## src/rtl/horizontal_tf_rom_writer.sv

```systemverilog
// horizontal_tf_rom_writer
//   Packs the eight processed twiddle lanes from the horizontal twiddle
//   generator into SRAM lines and writes them into the eight radix-16
//   twiddle banks. Bank0 is 64 bits wide: one TF word per line, zero-extended
//   on bank_wdata. Banks 1..7 are 128 bits wide: two TF words per line.
//   done rises once every bank holds DEPTH lines.
//
// Ports
//   clk, rst_n     clock (rising edge); reset is asynchronous and active-high
//   start          1-cycle pulse: clear counters/holding state, enter FILL
//   rom0_data/_w   bank0 TF word and write strobe
//   romk_data/_w   banks1..7 TF words (P_WIDTH each) and 2-bit half strobes
//   bank_cen_n     per-bank SRAM chip enable, active-low
//   bank_wen_n     per-bank SRAM write enable, active-low
//   bank_addr      per-bank line address, AW bits each
//   bank_wdata     per-bank line data, SD_WIDTH bits each
//   busy / done    FSM in FILL / FSM in DONE
//   ovf            sticky: strobe outside FILL or into a full bank
//   checksum       XOR of every committed line
//
// Configuration
//   TF_WR_CHECKSUM_EN  when defined, checksum accumulates the XOR of all
//                      committed lines; otherwise checksum is tied to zero.
module horizontal_tf_rom_writer #(
  parameter int P_WIDTH  = 64,
  parameter int SD_WIDTH = 128,
  parameter int AW       = 10,
  parameter int DEPTH    = 1024
) (
  input  logic                  clk,
  input  logic                  rst_n,
  input  logic                  start,
  input  logic [P_WIDTH-1:0]    rom0_data,
  input  logic                  rom0_w,
  input  logic [7*P_WIDTH-1:0]  romk_data,
  input  logic [13:0]           romk_w,
  output logic [7:0]            bank_cen_n,
  output logic [7:0]            bank_wen_n,
  output logic [8*AW-1:0]       bank_addr,
  output logic [8*SD_WIDTH-1:0] bank_wdata,
  output logic                  busy,
  output logic                  done,
  output logic                  ovf,
  output logic [SD_WIDTH-1:0]   checksum
);

  // Counters need one extra bit: they must be able to hold DEPTH == 2**AW.
  localparam int CW = AW + 1;

  typedef enum logic [1:0] {S_IDLE, S_FILL, S_DONE} state_t;

  state_t state, state_nxt;

  logic [CW-1:0]       cnt [8];
  logic [P_WIDTH-1:0]  lo [7];
  logic [P_WIDTH-1:0]  hi [7];
  logic [6:0]          lo_v, hi_v;

  logic [P_WIDTH-1:0]  lo_nxt [7];
  logic [P_WIDTH-1:0]  hi_nxt [7];
  logic [6:0]          lo_v_nxt, hi_v_nxt;
  logic [1:0]          kw [7];
  logic [P_WIDTH-1:0]  kd [7];
  logic [SD_WIDTH-1:0] line [8];
  logic [7:0]          commit;
  logic [7:0]          full;
  logic [7:0]          strobe;
  logic                in_fill;
  logic                ovf_set;

  // FSM state register
  always_ff @(posedge clk or posedge rst_n) begin
    if (rst_n) state <= S_IDLE;
    else       state <= state_nxt;
  end

  // FSM next state: start always (re)enters FILL, even from FILL itself
  always_comb begin
    state_nxt = state;
    if (start)
      state_nxt = S_FILL;
    else if (state == S_FILL && (&full))
      state_nxt = S_DONE;
  end

  // FSM outputs
  always_comb begin
    busy = (state == S_FILL);
    done = (state == S_DONE);
  end

  // Stage p0: strobe decode, half-line assembly, commit decision
  always_comb begin
    in_fill = (state == S_FILL) && !start;

    for (int b = 0; b < 8; b++)
      full[b] = (cnt[b] == CW'(DEPTH));

    strobe    = '0;
    strobe[0] = rom0_w;
    line[0]   = SD_WIDTH'(rom0_data);
    commit    = '0;
    commit[0] = in_fill && rom0_w && !full[0];

    lo_v_nxt = lo_v;
    hi_v_nxt = hi_v;
    for (int k = 0; k < 7; k++) begin
      kw[k]        = romk_w[2*k +: 2];
      kd[k]        = romk_data[k*P_WIDTH +: P_WIDTH];
      lo_nxt[k]    = lo[k];
      hi_nxt[k]    = hi[k];
      strobe[k+1]  = |kw[k];
      if (in_fill && (|kw[k]) && !full[k+1]) begin
        if (kw[k][0]) begin
          lo_nxt[k]   = kd[k];
          lo_v_nxt[k] = 1'b1;
        end
        if (kw[k][1]) begin
          hi_nxt[k]   = kd[k];
          hi_v_nxt[k] = 1'b1;
        end
        // Commit in the same cycle the second half arrives.
        if (lo_v_nxt[k] && hi_v_nxt[k]) begin
          commit[k+1] = 1'b1;
          lo_v_nxt[k] = 1'b0;
          hi_v_nxt[k] = 1'b0;
        end
      end
      line[k+1] = {hi_nxt[k], lo_nxt[k]};
    end

    // Strobes in the start cycle are dropped silently, never flagged.
    ovf_set = !start && (((state != S_FILL) && (|strobe)) ||
                         ((state == S_FILL) && (|(strobe & full))));
  end

  // Stage p1: registered holding state, counters and SRAM port
  always_ff @(posedge clk or posedge rst_n) begin
    if (rst_n) begin
      for (int b = 0; b < 8; b++) cnt[b] <= '0;
      for (int k = 0; k < 7; k++) begin
        lo[k] <= '0;
        hi[k] <= '0;
      end
      lo_v       <= '0;
      hi_v       <= '0;
      ovf        <= 1'b0;
      bank_cen_n <= 8'hFF;
      bank_wen_n <= 8'hFF;
      bank_addr  <= '0;
      bank_wdata <= '0;
    end else begin
      if (start) begin
        for (int b = 0; b < 8; b++) cnt[b] <= '0;
        for (int k = 0; k < 7; k++) begin
          lo[k] <= '0;
          hi[k] <= '0;
        end
        lo_v <= '0;
        hi_v <= '0;
        ovf  <= 1'b0;
      end else begin
        for (int k = 0; k < 7; k++) begin
          lo[k] <= lo_nxt[k];
          hi[k] <= hi_nxt[k];
        end
        lo_v <= lo_v_nxt;
        hi_v <= hi_v_nxt;
        // commit is never raised on a full bank, so counters stop at DEPTH.
        for (int b = 0; b < 8; b++)
          if (commit[b]) cnt[b] <= cnt[b] + CW'(1);
        if (ovf_set) ovf <= 1'b1;
      end

      bank_cen_n <= ~commit;
      bank_wen_n <= ~commit;
      for (int b = 0; b < 8; b++) begin
        if (commit[b]) begin
          bank_addr[b*AW +: AW]             <= cnt[b][AW-1:0];
          bank_wdata[b*SD_WIDTH +: SD_WIDTH] <= line[b];
        end
      end
    end
  end

`ifdef TF_WR_CHECKSUM_EN
  logic [SD_WIDTH-1:0] cs_delta;

  always_comb begin
    cs_delta = '0;
    for (int b = 0; b < 8; b++)
      if (commit[b]) cs_delta = cs_delta ^ line[b];
  end

  always_ff @(posedge clk or posedge rst_n) begin
    if (rst_n)      checksum <= '0;
    else if (start) checksum <= '0;
    else            checksum <= checksum ^ cs_delta;
  end
`else
  assign checksum = '0;
`endif

endmodule
```

## config.mk

```make
export PLATFORM = sky130hd
export DESIGN_NAME = horizontal_tf_rom_writer
export DESIGN_NICKNAME = d
export VERILOG_FILES = /design/src/rtl/horizontal_tf_rom_writer.sv
export SDC_FILE = /design/constraint.sdc
export NUM_CORES = 2
export LEC_CHECK = 0
export BUFFER_PORTS_ARGS = -buffer_cell sky130_fd_sc_hd__buf_2
export CAP_MARGIN = 30
export CORE_AREA = 2 2 704 706
export CTS_CLUSTER_DIAMETER = 120
export DETAILED_ROUTE_END_ITERATION = 10
export DIE_AREA = 0 0 706 708
export SLEW_MARGIN = 20
export SYNTH_ARGS = -nofsm -noshare
export SYNTH_HDL_FRONTEND = slang
export SYNTH_SLANG_ARGS = --single-unit
```

## constraint.sdc

```tcl
create_clock -name clk -period 77.1 [get_ports clk]
set_input_delay 11.565 -clock clk [delete_from_list [all_inputs] [get_ports clk]]
set_output_delay 11.565 -clock clk [all_outputs]
set_load 0.1 [all_outputs]
```

==> summary.md <==
| Metric | Value |
|---|---|
| Number of synthesized flops with an enable pin | `0` |
| Main combinational cell family by area after synthesis | `simple AND/OR/NAND/NOR gates` |
| Antenna violations before repair | `354` |
| RSZ-0062 raised after global routing | `false` |
| Post-placement worst setup slack | `60.32 ns` |
| Comb pwr share | `30.5%` |
| Ports | `1781` |
| Synth async-reset ratio | `100%` |
| Area share of xor/xnor cells in the synthesized design | `0.624%` |
| Syn avg cell area | `10.9 um^2` |
| Pin slew with the least headroom to its limit | `1.08 ns` |
| Synth-to-Final Area Change | `27.3%` |
| Total net switching power | `0.00144 W` |
| Floorplan Core Area | `492000 um^2` |
| CP Launch Type | `input port` |
| Count of final max-slew check failures | `0` |
| Die Ht | `708 um` |
| Congestion Overflow GR | `0` |
| Compound-cell area share of the yosys netlist | `7.50%` |
| Sum Neg Setup Slack | `0 ns` |
| GR Util met3 | `8.04%` |
| Pin count of the biggest net entering global routing | `250` |
| DRC Markers | `0` |
| Setup Fix Bufs, Post-CTS | `0` |
| Worst clock skew on the final layout | `0.0537 ns` |
| Clock-pin slew of the registers on the worst-case setup and hold paths | `0.06 ns` |
| Global-route track usage on met1 | `17.5%` |
| Main flop type after synthesis | `sky130_fd_sc_hd__dfrtp_1` |
| Clock root buffer master | `sky130_fd_sc_hd__clkbuf_16` |
| Simple-gate share of the synthesized area | `12.3%` |
| Busiest metal layer after global routing | `met2` |
| Min Clock Period, post-route | `15.93 ns` |
| Clock network latency to the later pin of the worst-skew pair | `0.96 ns` |
| Maximum VDD drop | `0.0326 mV` |
| Final design area excluding fillers | `104000 um^2` |
| Max-Slew Margin vs Limit | `27.5%` |
| TritonCTS Buffers | `228` |
| TritonCTS clock tree | `built` |
| Max Buffers Root-to-Sink | `4` |
| Cell-internal power | `0.00196 W` |
| Die outline width | `706 um` |
| Detailed-route wire length per cell | `25.2 um` |
| Share of total power in sequential cells | `36.5%` |
| Register bit count reported by yosys | `2049` |
| Type of the setup path with the least slack | `in -> reg` |
| Ys Warns | `0` |
| Part of the total power dissipated in the clock network | `33.0%` |
| Placement-stage cell area | `95500 um^2` |
| Run status | `finished, final reports clean` |
| Share of post-route cells with drive strength above 1 | `23.7%` |
| Hold/Removal Path Class | `reg -> reg` |
| DR vias/cell | `3.91` |
| Mux share of post-synthesis cell area | `11.5%` |
| CP required | `77.85 ns` |
| Power density over the cells | `32.8 nW/um^2` |
| Number of different library cells in the post-synthesis netlist | `58` |
| Worst path arrival time | `16.68 ns` |
| Sequential share of the synthesized area | `63.0%` |
| Crit path capture type | `flip-flop` |
| Routed WL | `397 mm` |
| Number of global-route vias before repair | `58900` |
| Dominant cells by area after synthesis | `sky130_fd_sc_hd__dfrtp_1, sky130_fd_sc_hd__mux2i_1, sky130_fd_sc_hd__nand2_1` |
| Number of failing hold endpoints at the final stage | `0` |
| Achievable Freq | `62.8 MHz` |
| Gp weighted congestion | `1.03` |
| First-pass GRT wire length | `529 mm` |
| Fraction of power spent switching nets | `42.5%` |
| CTS Hold Buffers Added | `0` |
| Instance count of the mapped netlist | `7484` |
| Leakage power total | `51.4 nW` |
| Pre-Repair DR Iteration Count | `5` |
| Largest fanout of any net on the critical path | `85` |
| Number of instances resized during post-cts repair | `0` |
| Iteration-0 DRC Markers | `5484` |
| Post-DP HPWL | `317 mm` |
| Via total after detailed routing | `61600` |
| Setup Viol. Count Final | `0` |
| CTS sink count | `2049` |
| Fraction of synthesized cell area taken by the top area cell type | `62.7%` |
| Cell Area, Synth | `81400 um^2` |
| Met2 Track Usage GR | `24.1%` |
| Highest-count cells in the layout ignoring fill and taps | `sky130_fd_sc_hd__dfrtp_1, sky130_fd_sc_hd__buf_2, sky130_fd_sc_hd__nand2_1` |
| Final antenna-violating net count | `0` |
| Num rows | `258` |
| H-tree depth | `4` |
| Commonest non-fill, non-tap cell in the layout | `sky130_fd_sc_hd__dfrtp_1` |
| # nets final | `9461` |
| Library cell with the largest summed area after synthesis | `sky130_fd_sc_hd__dfrtp_1` |
| Post-route worst hold slack | `0.469 ns` |
| Total die area | `500000 um^2` |
| Fraction of the mapped netlist area in adder cells | `0.246%` |
| Buffers added on ports | `1588` |
| Starting density of the core | `16.5%` |
| Post-route fraction of the period consumed by the critical path | `20.7%` |
| Overall global routing resource usage | `15.3%` |
| Number of violations of the max-capacitance limit | `0` |
| Fillers | `53800` |
| Setup slack of the critical path after layout | `61.17 ns` |
[power by group through the flow]
stage,combinational (W),clock (W),sequential (W)
global route,0.00107,0.00119,0.00125
global placement,0.00104,0,0.00126
floorplan,0.000206,0,0.00186
detailed placement,0.00104,0,0.00126
finish,0.00104,0.00112,0.00124
CTS,0.00104,0.00115,0.00124
[per-layer routing]
layer  part of all wire, %  routed length [um]  up-vias
li1                      -                   -    27500
met1                    38              152000    30600
met2                    45              177000     2338
met3                    12               48300      951
met4                   4.6               18300      178
met5                  0.31                1230        -
[worst max-delay path, cell delays in order]
cell                     delay [ns]
sky130_fd_sc_hd__buf_8         0.23
sky130_fd_sc_hd__buf_4         0.47
sky130_fd_sc_hd__buf_4         0.59
sky130_fd_sc_hd__buf_4         0.58
sky130_fd_sc_hd__buf_4         0.66
sky130_fd_sc_hd__buf_4         0.58
sky130_fd_sc_hd__buf_4         0.67
sky130_fd_sc_hd__buf_4         0.88
sky130_fd_sc_hd__nor2_1        0.13
[through the flow]
step	utilization, %	std cells	power [W]
detailed placement	19.4	15200	0.00230
global placement	19.4	15200	0.00229
floorplan	-	7675	0.00207
CTS	21.0	15600	0.00344
finish	21.1	15800	0.00340
global route	21.0	15700	0.00352
[synth_stat cells (4+ instances only)]
library cell	n
sky130_fd_sc_hd__a21oi_1	288
sky130_fd_sc_hd__a31oi_1	34
sky130_fd_sc_hd__and2_1	6
sky130_fd_sc_hd__and3_1	12
sky130_fd_sc_hd__and4_1	10
sky130_fd_sc_hd__buf_1	8
sky130_fd_sc_hd__buf_2	88
sky130_fd_sc_hd__buf_4	270
sky130_fd_sc_hd__buf_6	25
sky130_fd_sc_hd__clkbuf_1	291
sky130_fd_sc_hd__dfrtp_1	2041
sky130_fd_sc_hd__dfstp_2	8
sky130_fd_sc_hd__ha_1	16
sky130_fd_sc_hd__inv_1	22
sky130_fd_sc_hd__mux2_2	55
sky130_fd_sc_hd__mux2i_1	874
sky130_fd_sc_hd__nand2_1	1462
sky130_fd_sc_hd__nand2_2	4
sky130_fd_sc_hd__nand3_1	42
sky130_fd_sc_hd__nand4_1	29
sky130_fd_sc_hd__nand4bb_1	4
sky130_fd_sc_hd__nor2_1	908
sky130_fd_sc_hd__nor3_1	6
sky130_fd_sc_hd__nor4_1	15
sky130_fd_sc_hd__o21ai_0	696
sky130_fd_sc_hd__o21ai_1	140
sky130_fd_sc_hd__o31ai_1	7
sky130_fd_sc_hd__o41a_1	4
sky130_fd_sc_hd__or3_1	7
sky130_fd_sc_hd__or4_1	11
sky130_fd_sc_hd__xnor2_1	15
sky130_fd_sc_hd__xor2_1	43
[path summary, 6_finish.rpt]
path	slack [ns]	endpoint	cells past startpoint	from
max in group asynchronous	62.09	lo[328]	7	rst_n
worst min register to register	0.47	bank_wdata[38]	2	bank_wdata[38]
worst min-delay path	0.47	bank_wdata[38]	2	bank_wdata[38]
worst max register to register	72.89	bank_wdata[618]	8	cnt[33]
min in group asynchronous	10.76	bank_wdata[996]	2	rst_n
worst max-delay path	61.17	hi[229]	9	start
[sequential cells by signal (all words and copies together), names as in the netlist]
signal      flops
bank_wdata    960
hi            448
lo            448
cnt            88
bank_addr      80
bank_wen_n      8
hi_v            7
lo_v            7
state           2
ovf             1
[kinds of logic after synthesis]
group / Yosys count
muxes: 929
DFF: 2049
buffers and inverters: 706
and+or+nand+nor: 2537
other: 1
AOI/OAI and AO/OA: 1188
xor gates and xnor gates: 58
adders and majority gates: 16
[final cells by class]
type | instances | area [um^2] | share of cell area, %
antenna | 151 | 378 | 0.364
clock buffer | 331 | 6580 | 6.34
clock inverter | 91 | 1100 | 1.06
inverter | 24 | 97.6 | 0.0941
multi-input combinational | 4920 | 27100 | 26.1
sequential | 2049 | 51300 | 49.4
tap | 6500 | 8130 | 7.84
timing repair buffer | 1692 | 9050 | 8.72
No activity file was read; power rests on OpenSTA's default activity.
